<file path="src/rtl/usb_pkg.sv">
// Shared USB transmit-path definitions.
//   bstuff_state_t : bit stuffer control states
//   USB_STUFF_LEN  : run of consecutive 1s after which a 0 is stuffed
package usb_pkg;

  typedef enum logic [1:0] {
    IDLE,
    PASS,
    STUFF
  } bstuff_state_t;

  localparam int unsigned USB_STUFF_LEN = 6;

endpackage

</file>
<file path="src/rtl/bit_stuff_fsm.sv">
// Control FSM for the bit stuffer: state register, next-state logic and
// the per-cycle datapath controls.
//   clock, reset_n : clock and async active-low reset
//   in_valid_i     : upstream bit valid
//   stuff_hit_i    : accepting the current bit completes a run of STUFF_LEN 1s
//   bs_ready_o     : upstream bit is consumed this cycle if in_valid_i (state only)
//   accept_o       : bit consumed this cycle
//   new_pkt_o      : consumed bit is the first of a packet
//   stuff_o        : stuffed 0 emitted this cycle
//   done_o         : packet ends this cycle
module bit_stuff_fsm
  import usb_pkg::*;
(
  input  logic clock,
  input  logic reset_n,
  input  logic in_valid_i,
  input  logic stuff_hit_i,
  output logic bs_ready_o,
  output logic accept_o,
  output logic new_pkt_o,
  output logic stuff_o,
  output logic done_o
);

  bstuff_state_t state_q, state_d;

  always_comb begin
    state_d = state_q;
    unique case (state_q)
      IDLE, PASS: begin
        if (in_valid_i) begin
          state_d = stuff_hit_i ? STUFF : PASS;
        end else begin
          state_d = IDLE;
        end
      end
      // The stuffed 0 always goes out, even if in_valid dropped meanwhile.
      STUFF:   state_d = PASS;
      default: state_d = IDLE;
    endcase
  end

  always_ff @(posedge clock or negedge reset_n) begin
    if (!reset_n) begin
      state_q <= IDLE;
    end else begin
      state_q <= state_d;
    end
  end

  assign bs_ready_o = (state_q != STUFF);
  assign accept_o   = in_valid_i && bs_ready_o;
  assign new_pkt_o  = in_valid_i && (state_q == IDLE);
  assign stuff_o    = (state_q == STUFF);
  assign done_o     = !in_valid_i && (state_q == PASS);

endmodule

</file>
<file path="src/rtl/bit_stuff_encode.sv">
// USB transmit bit stuffer. Passes packet bits with one cycle of latency and
// inserts a 0 after STUFF_LEN consecutive output 1s, stalling upstream for
// that cycle.
//   clock, reset_n : clock and async active-low reset
//   in_bit         : serial bit from the CRC encoder
//   in_valid       : in_bit valid, high contiguously for one packet
//   bs_ready       : in_bit is consumed this cycle when in_valid is high
//   out_bit        : serial bit to the NRZI encoder
//   out_valid      : out_bit valid
//   pkt_done       : one-cycle pulse after the last bit of a packet
//   stuffed_cnt    : stuffed bits in the current/last packet (saturating)
module bit_stuff_encode
  import usb_pkg::*;
#(
  parameter int unsigned STUFF_LEN = USB_STUFF_LEN,
  parameter int unsigned CNT_W     = 8
) (
  input  logic             clock,
  input  logic             reset_n,
  input  logic             in_bit,
  input  logic             in_valid,
  output logic             bs_ready,
  output logic             out_bit,
  output logic             out_valid,
  output logic             pkt_done,
  output logic [CNT_W-1:0] stuffed_cnt
);

  localparam int unsigned OnesW = $clog2(STUFF_LEN + 1);

  logic             accept, new_pkt, stuff, done, stuff_hit;
  logic [OnesW-1:0] ones_cnt_q, ones_cnt_d;
  logic             out_bit_q, out_bit_d;
  logic             out_valid_q, out_valid_d;
  logic             pkt_done_q, pkt_done_d;
  logic [CNT_W-1:0] stuffed_cnt_q, stuffed_cnt_d;

  // Outside STUFF the run is always below STUFF_LEN, so one more 1 either
  // completes it or it does not.
  assign stuff_hit = in_bit && (ones_cnt_q == OnesW'(STUFF_LEN - 1));

  bit_stuff_fsm u_fsm (
    .clock       (clock),
    .reset_n     (reset_n),
    .in_valid_i  (in_valid),
    .stuff_hit_i (stuff_hit),
    .bs_ready_o  (bs_ready),
    .accept_o    (accept),
    .new_pkt_o   (new_pkt),
    .stuff_o     (stuff),
    .done_o      (done)
  );

  always_comb begin
    out_bit_d     = out_bit_q;
    out_valid_d   = 1'b0;
    pkt_done_d    = 1'b0;
    ones_cnt_d    = ones_cnt_q;
    stuffed_cnt_d = stuffed_cnt_q;
    if (accept) begin
      out_bit_d   = in_bit;
      out_valid_d = 1'b1;
      ones_cnt_d  = in_bit ? ones_cnt_q + OnesW'(1) : '0;
      if (new_pkt) begin
        stuffed_cnt_d = '0;
      end
    end else if (stuff) begin
      out_bit_d   = 1'b0;
      out_valid_d = 1'b1;
      ones_cnt_d  = '0;
      if (stuffed_cnt_q != '1) begin
        stuffed_cnt_d = stuffed_cnt_q + CNT_W'(1);
      end
    end else if (done) begin
      pkt_done_d = 1'b1;
      ones_cnt_d = '0;
    end
  end

  always_ff @(posedge clock or negedge reset_n) begin
    if (!reset_n) begin
      ones_cnt_q    <= '0;
      out_bit_q     <= 1'b0;
      out_valid_q   <= 1'b0;
      pkt_done_q    <= 1'b0;
      stuffed_cnt_q <= '0;
    end else begin
      ones_cnt_q    <= ones_cnt_d;
      out_bit_q     <= out_bit_d;
      out_valid_q   <= out_valid_d;
      pkt_done_q    <= pkt_done_d;
      stuffed_cnt_q <= stuffed_cnt_d;
    end
  end

  assign out_bit     = out_bit_q;
  assign out_valid   = out_valid_q;
  assign pkt_done    = pkt_done_q;
  assign stuffed_cnt = stuffed_cnt_q;

endmodule

</file>
<file path="config.mk">
export PLATFORM = sky130hd
export DESIGN_NAME = bit_stuff_encode
export DESIGN_NICKNAME = d
export VERILOG_FILES = /design/src/rtl/usb_pkg.sv /design/src/rtl/bit_stuff_fsm.sv /design/src/rtl/bit_stuff_encode.sv
export SDC_FILE = /design/constraint.sdc
export NUM_CORES = 1
export LEC_CHECK = 0
export CAP_MARGIN = 20
export CORE_AREA = 2 2 56 58
export CTS_BUF_LIST = sky130_fd_sc_hd__clkbuf_8
export DETAILED_ROUTE_END_ITERATION = 8
export DIE_AREA = 0 0 58 60
export MAX_ROUTING_LAYER = met4
export PLACE_DENSITY = 0.54
export SETUP_SLACK_MARGIN = 0.4
export SYNTH_ARGS = -nofsm -noshare
export SYNTH_HDL_FRONTEND = slang
export SYNTH_SLANG_ARGS = --single-unit
</file>
<file path="constraint.sdc">
create_clock -name clock -period 2 [get_ports clock]
set_clock_uncertainty 0.1 [all_clocks]
set_input_delay 0.2 -clock clock [delete_from_list [all_inputs] [get_ports clock]]
set_output_delay 0.2 -clock clock [all_outputs]
set_load 0.02 [all_outputs]
</file>
# --- After elaboration in Yosys (flattened, before gate mapping) ---
# Cells that the tools add are included.
totals:
  register_bits: 16
  latch_bits: 0
  mem_bits_rw: 0
  rom_bits: 0
  input_bits: 4
  word_cells: 43
  n_memories: 0
classes:
  addsub: 2
  n_mul: 0
  div_mod_pow: 0
  n_lt_le_gt_ge: 0
  eq_ne: 6
  n_shift: 0
  muxes: 18
  n_bitwise: 0
  n_reduce_logical: 11
ops:
  columns: ["op", "n"]
  rows:
  - ["$mux W8", 4]
  - ["$mux W3", 4]
  - ["$add A8 B1 Y8 const B", 1]
  - ["$ne A8 B8 Y1 const B", 1]
  - ["$mux W1", 7]
  - ["$logic_and A1 B1 Y1", 4]
  - ["$mux W2", 2]
  - ["$pmux W2 S2", 1]
  - ["$reduce_bool A2 Y1", 2]
  - ["$add A3 B1 Y3 const B", 1]
  - ["$eq A3 B3 Y1 const B", 1]
  - ["$reduce_and A3 Y1", 1]
  - ["$reduce_bool A3 Y1", 1]
  - ["$eq A2 B1 Y1 const B", 1]
  - ["$eq A2 B2 Y1 const B", 1]
  - ["$logic_not A2 Y1", 1]
  - ["$ne A2 B1 Y1 const B", 1]
  - ["$ne A2 B2 Y1 const B", 1]
  - ["$reduce_or A2 Y1", 1]
  - ["$logic_not A1 Y1", 1]

# --- Logic depth before layout (Yosys ltp) ---
# Gate-level depths: netlist of run 1.
depth:
  word_depth: 5
  depth_mapped: 5

# --- Cells and area by module ---
# From an unflattened synthesis of run 1, not the netlist that was laid out.
hier_totals:
  hier_cells: 85
  hier_area_um2: 894.6
modules_own_cells:
  columns: ["mod", "instances", "cells_per_inst", "area_per_inst_um2"]
  rows:
  - ["bit_stuff_encode", 1, 74, 777.0]
  - ["bit_stuff_fsm", 1, 11, 117.6]

# --- Worst setup path before layout of run 1 ---
# OpenSTA, ideal clock, no wires.
synth_path:
  path_kind: "flip-flop to flip-flop"
  from: "register stuffed_cnt_q[0] (netlist: stuffed_cnt[0])"
  to: "register stuffed_cnt_q[1] (netlist: stuffed_cnt[1])"
  arrival_time_ps: 1592
  t_required_ps: 1821
  setup_slack_ps: 228
  path_stages_with_launch: 5
  path_buffers: 0
  path_cell_list: "dfrtp_1 -> ha_1 -> and3_2 -> a311oi_4 -> mux2i_1"
synth_via:
  elab_chain_len: 4
synth_rtl:
  columns: ["element", "line", "source"]
  rows:
  - ["from (decl)", "bit_stuff_encode.sv:36", "logic [CNT_W-1:0] stuffed_cnt_q, stuffed_cnt_d;"]
  - ["from (signal assigned)", "bit_stuff_encode.sv:92", "stuffed_cnt_q <= stuffed_cnt_d;"]
  - ["$add A8 B1 Y8", "bit_stuff_encode.sv:72", "stuffed_cnt_d = stuffed_cnt_q + CNT_W'(1);"]
  - ["$mux W8", "bit_stuff_encode.sv:71", "if (stuffed_cnt_q != '1) begin"]
  - ["$mux W8", "bit_stuff_encode.sv:67", "end else if (stuff) begin"]
  - ["$mux W8", "bit_stuff_encode.sv:60", "if (accept) begin"]
# Parallel ways exist; a longest one is shown, timed or not. The select of a mux whose other input is x is not followed.
# A chain may end at the register's enable or synchronous reset.

# --- Worst setup path after layout of run 1 ---
layout_path:
  from: "register u_fsm.state_q[1]"
  to: "output bs_ready"
layout_via:
  elab_chain_len: 1
layout_rtl:
  columns: ["element", "line", "source"]
  rows:
  - ["from (decl)", "bit_stuff_fsm.sv:25", "bstuff_state_t state_q, state_d;"]
  - ["from (signal assigned)", "bit_stuff_fsm.sv:47", "state_q <= state_d;"]
  - ["$ne A2 B2 Y1", "bit_stuff_fsm.sv:51", "assign bs_ready_o = (state_q != STUFF);"]
  - ["to (decl)", "bit_stuff_encode.sv:22", "output logic bs_ready,"]
# No other way between the ends.

==> results.toml, run 1 <==
[floorplanning]
dieHeight_um = 60
core_area_um2 = 2900
start_util = 0.284
dieWidth_um = 58
num_rows = 20
die-area_um2 = 3480
ioPinCount = 16

[global_routing]
grt_util_all_layers = 0.129
grtUsageMet1 = 0.172
antenna_found_initial = 0
first_global_vias = 684
met3_usage = 0.0216
grt_pass1_wl_um = 3260
grt.busiest_layer = "met2"
grt_max_degree = 17
use_met2 = 0.187
gr-total-overflow = 0

[synth]
yosysWarnings = 0
synth_area_leaders = "dfrtp_1 (49%), a21oi_1 (6.7%), ha_1 (4.6%)"
yosysSeqAreaShare = 0.486
synth-seq-cells = 16
syn-num-nets = 87
synth_cell_types = 31
synth_top_area_share = 0.486
syn_area_per_cell_um2 = 10.3
synth_top_area_cell = "dfrtp_1"
netlist_instances = 80
synth_area_um2 = 823

[sta]
final.setup.tns_ns = 0
layout_min_cycle_time_ns = 1.60
maxSlewViolCount = 0
tightestPinTransition_ns = 0.400
fmax_mhz = 623
slew_headroom = 0.733
hold_viol = 0
setup_viol = 0
rsz0062_at_grt = "yes"
fin_crit_sh = 0.802

[drt]
vias_per_cell = 5.43
drt-wirelength-per-cell_um = 14.3
drt_iter0_markers = 24
vias = 733
drc = 0
first_pass_iters = 4
wl_um = 1920
ant_nets = 0

[critical_path]
worstPathRequired_ns = 1.70
r2r_slack_ns = 0.41
cp-end-kind = "output port"
cp.arrival_ns = 1.30
path_max_fanout = 6
slowest_delay_ns = 0.45
crit_path_top_delay_cell = "dfrtp_2"
reg2reg_from = "stuffed_cnt[0]"
r2r_cells = 5
r2r_end = "stuffed_cnt[1]"
worstPathCellList = "nor2b_2 -> inv_2 -> clkdlybuf4s15_1"
setup.worst_path.start_class = "flip-flop"
path_class = "reg2out"

[final_layout]
fin_nets = 110
layout-drive-gt1-share = 0.196
num_antenna_cells = 0
areaGrowthSynthToFinish_pct = 35.4
layout_common_cells = "dfrtp_1 (13), a21oi_1 (11), nand2_1 (7)"
final_common_cell = "dfrtp_1"
final_util = 0.384

[min_path]
hold_class = "in2async"

[clock_network]
cts_buffer_depth = 2
cts_root_buf = "clkbuf_8"
clk_latency_ns = 0.25
clock_sinks = 16
cts_htree_levels = 1
clk_pin_slew_worst_paths_ns = 0.06
cts_tree = "built"
cts_made_buffers = 3

[power]
powerDensity_nw_per_um2 = 625
p_leak_nw = 0.540
vdd_ir_drop_max_mv = 0.280

[placement]
dp_hpwl_um = 1290
place_congestion = 0.833
portBuffers = 15

[outcome]
status = "finished clean"

[run]
max-cap-violations = 0
-- synthesized netlist by cell type, drive strengths merged --
master and number:
dfrtp 16, a41oi 2, nor3 3, and3 2, nor2 2, a41o 1, ha 3, o31ai 1
nor2b 1, a21oi 11, inv 4, a22o 1, buf 4, a31oi 1, mux2i 2, nor4 1
a2bb2oi 1, a311oi 1, nand3 3, and4 2, nand4 2, o22ai 3, nand2b 1, nand3b 1
nand2 7, o21ai 4
-- cell type report --
| cell class | instances | area (um2) |
|---|---|---|
| Clock buffer | 4 | 55.1 |
| Fill cell | 296 | 1790 |
| Inverter | 4 | 15.0 |
| Multi-Input combinational cell | 56 | 392 |
| Sequential cell | 16 | 404 |
| Tap cell | 33 | 41.3 |
| Timing Repair Buffer | 22 | 208 |
-- what timing repair did --
action	CTS	global route
setup buffers	3	1
hold buffers	0	0
pin swaps	1	1
gates resized for setup	7	6
setup endpoints to repair	16	5
-- sequential cells by signal (all words and copies together) (netlist names) --
register,cells
ones_cnt_q,3
pkt_done,1
out_valid,1
out_bit,1
u_fsm.state_q,2
stuffed_cnt,8
-- worst max-delay path, delay by kind of cell (launching register included) --
kind,cells,cell delay [ns]
simple gates,1,0.18
flops,1,0.45
buf+inv,2,0.43
-- metrics by stage --
| stage | total power, mW | hold WS, ns | area [um2] | cells | setup slack (ns) |
|---|---|---|---|---|---|
| detailed placement | 0.411 | 0.441 | 1020 | 127 | 0.267 |
| floorplan | 0.377 | -0.196 | 842 | 80 | 0.350 |
| global placement | 0.409 | 0.425 | 1020 | 127 | 0.307 |
| finish | 0.697 | 0.170 | 1110 | 135 | 0.395 |
| global route | 0.733 | 0.189 | 1110 | 135 | 0.347 |
| CTS | 0.706 | 0.177 | 1090 | 134 | 0.333 |
-- routing by layer --
layer  part of all wire  vias to the layer above
li1                   -                      344
met4              0.019                        0
met1               0.46                      359
met5                  0                        -
met3              0.047                        5
met2               0.47                       25
-- report_power, final --
group	switching (mW)	internal, mW	total [mW]	leakage (nW)
logic	0.0356	0.0313	0.0669	0.302
registers	0.00785	0.333	0.341	0.210
clock network	0.115	0.175	0.290	0.0288
-- cells by family (layout without fill, tap and decap cells) --
kind of cell / count (synthesis) / in the layout / synth area share
AOI/OAI and AO/OA: 26 / 26 / 0.217
muxes: 2 / 2 / 0.0243
buffers and inverters: 8 / 30 / 0.0608
and+or+nand+nor: 25 / 25 / 0.166
DFF: 16 / 16 / 0.486
adders and majority gates: 3 / 3 / 0.0456
-- how the worst max path moves through the flow --
stage                startpoint              to  slack, ns  cells after the start
3_3_place_gp     stuffed_cnt[0]  stuffed_cnt[1]       0.31                      4
4_1_cts        u_fsm.state_q[1]        bs_ready       0.33                      3
3_5_place_dp     stuffed_cnt[0]  stuffed_cnt[1]       0.27                      4
6_report       u_fsm.state_q[1]        bs_ready       0.40                      3
2_1_floorplan    stuffed_cnt[0]  stuffed_cnt[1]       0.35                      4
5_1_grt        u_fsm.state_q[1]        bs_ready       0.35                      3
(Power assumes the default switching activity.)
==> run 2, diff against run 1 <==
- clock period: 2 -> 1.49 ns (I/O delays scaled with it)
==> run 2 against run 1 <==
  * Non-clock buffer count increased by 20
  * Die area unchanged
  * First-iteration DRC count is the same
  * Combinational power grew 90%
  * Sequential power increased by 34%
  * Count of clock-buffer cells in the layout decreased by 1
  * Critical path type is now reg2reg
==> results.toml, run 2 (same netlist as run 1, synthesis figures left out) <==
[global_routing]
grt_max_degree = 17
antenna_found_initial = 0
grt_pass1_wl_um = 3710
gr-total-overflow = 0
first_global_vias = 830
grt_util_all_layers = 0.147

[drt]
met2WireLength_um = 1250
drc = 0
met1_length_um = 1020
vias = 807
wl_um = 2370
dr_wl_met3_um = 71
ant_nets = 0
drt_iter0_markers = 24
drt-wirelength-per-cell_um = 15.2
first_pass_iters = 4
vias_per_cell = 5.17
top_layer_used = "met4"

[power]
vdd_ir_drop_max_mv = 0.436
p_leak_nw = 0.604
fin_total_pwr_uw = 914
powerDensity_nw_per_um2 = 654

[sta]
fmax_mhz = 674
slew_headroom = 0.800
rsz0062_at_grt = "yes"
setup_ws_ns = 0.00721
maxSlewViolCount = 0
fin_crit_sh = 0.995
final.setup.tns_ns = 0
fin_hold_ws_ns = 0.110
setup_viol = 0
layout_min_cycle_time_ns = 1.48
tightestPinTransition_ns = 0.300
hold_viol = 0

[floorplanning]
num_rows = 20
ioPinCount = 16
core_area_um2 = 2900
start_util = 0.284
die-area_um2 = 3480
dieHeight_um = 60
dieWidth_um = 58

[placement]
place_congestion = 0.842
dp_hpwl_um = 1430
dp.cells = 143
portBuffers = 15
dpl_worst_slack_ns = -0.0866

[final_layout]
areaGrowthSynthToFinish_pct = 69.6
num_antenna_cells = 0
fin_nets = 131
layout-drive-gt1-share = 0.528
largest_register_ffs = 8
instances_no_fill = 156
layout_common_cells = "buf_6 (19), buf_4 (15), dfrtp_1 (14)"
final_common_cell = "buf_6"

[clock_network]
cts_tree = "built"
cts_root_buf = "clkbuf_8"
hold_buffers = 0
cts_buffer_depth = 2
cts_htree_levels = 1
clock_sinks = 16
cts_made_buffers = 3
clk_pin_slew_worst_paths_ns = 0.07
clk_latency_ns = 0.25

[critical_path]
path_class = "reg2reg"
worstPathCellList = "ha_4 -> and3_4 -> a311oi_4 -> buf_6 -> mux2i_1"
cp.arrival_ns = 1.56
cp-end-kind = "flip-flop"
r2r_end = "stuffed_cnt[1]"
crit_path_top_delay_cell = "dfrtp_2"
slowest_delay_ns = 0.42
r2r_cells = 5
reg2reg_from = "stuffed_cnt[1]"
path_max_fanout = 8
setup.worst_path.start_class = "flip-flop"
r2r_slack_ns = 0.007
worstPathRequired_ns = 1.56

[run]
max-cap-violations = 0

[outcome]
status = "finished clean"

[min_path]
hold_class = "in2async"
==> run 2: cell types whose count changed in the layout (fill, tap and decap cells not counted), sizes merged <==
cell,delta
buf,+32
dlygate4sd2,-5
clkdlybuf4s50,-3
dlymetal6s2s,-3
clkinvlp,+2
clkbuf,-1
clkdlybuf4s15,-1
clkinv,+1
inv,-1
==> run 2: cell type report <==
class                   instances  area [um2]
clock buffers                   3        41.3
flip-flops and latches         16         403
well taps                      33        41.3
fillers                       267        1510
repair inverters                1        7.51
repair buffers                 42         397
clock inverters                 1        3.75
inverters                       4        23.8
multi-input cells              56         479
==> run 2: power by group <==
group	total (mW)	switching [mW]	internal, mW
sequential	0.456	0.00941	0.447
clock	0.331	0.148	0.183
combinational	0.127	0.0679	0.0588
==> run 2: critical path: cells and delay by family (launching register included) <==
family | cells | cell delay, ns
simple gates | 1 | 0.18
buf+inv | 1 | 0.17
fa+ha+maj | 1 | 0.16
flops | 1 | 0.42
compound gates | 1 | 0.20
mux | 1 | 0.17
==> run 2: through the flow <==
| stage | util | instance area [um2] |
|---|---|---|
| floorplan | - | 860 |
| global placement | 0.399 | 1160 |
| detailed placement | 0.399 | 1160 |
| CTS | 0.439 | 1270 |
| global route | 0.481 | 1400 |
| finish | 0.481 | 1400 |
==> run 2: routing by layer <==
metal / vias up / GRT usage
met4: 0 / 0.0731
met2: 19 / 0.232
met5: - / -
li1: 389 / -
met3: 4 / 0.0281
met1: 395 / 0.180
==> run 2: worst max-delay path by stage <==
stage	start	to	slack [ns]	cells past startpoint
6_report	stuffed_cnt[1]	stuffed_cnt[1]	0.007	5
5_1_grt	stuffed_cnt[1]	stuffed_cnt[1]	-0.08	5
4_1_cts	stuffed_cnt[1]	stuffed_cnt[1]	0.001	5
3_5_place_dp	stuffed_cnt[1]	stuffed_cnt[1]	-0.09	5
3_3_place_gp	stuffed_cnt[1]	stuffed_cnt[1]	-0.06	5
2_1_floorplan	stuffed_cnt[0]	stuffed_cnt[1]	-0.16	4
==> run 2: what timing repair did <==
action | 4_1_cts | 5_1_grt
resized for setup | 71 | 25
endpoints found under the setup margin | 26 | 24
gates cloned | 1 | 0
pin swaps | 1 | 4
setup buffers | 5 | 3
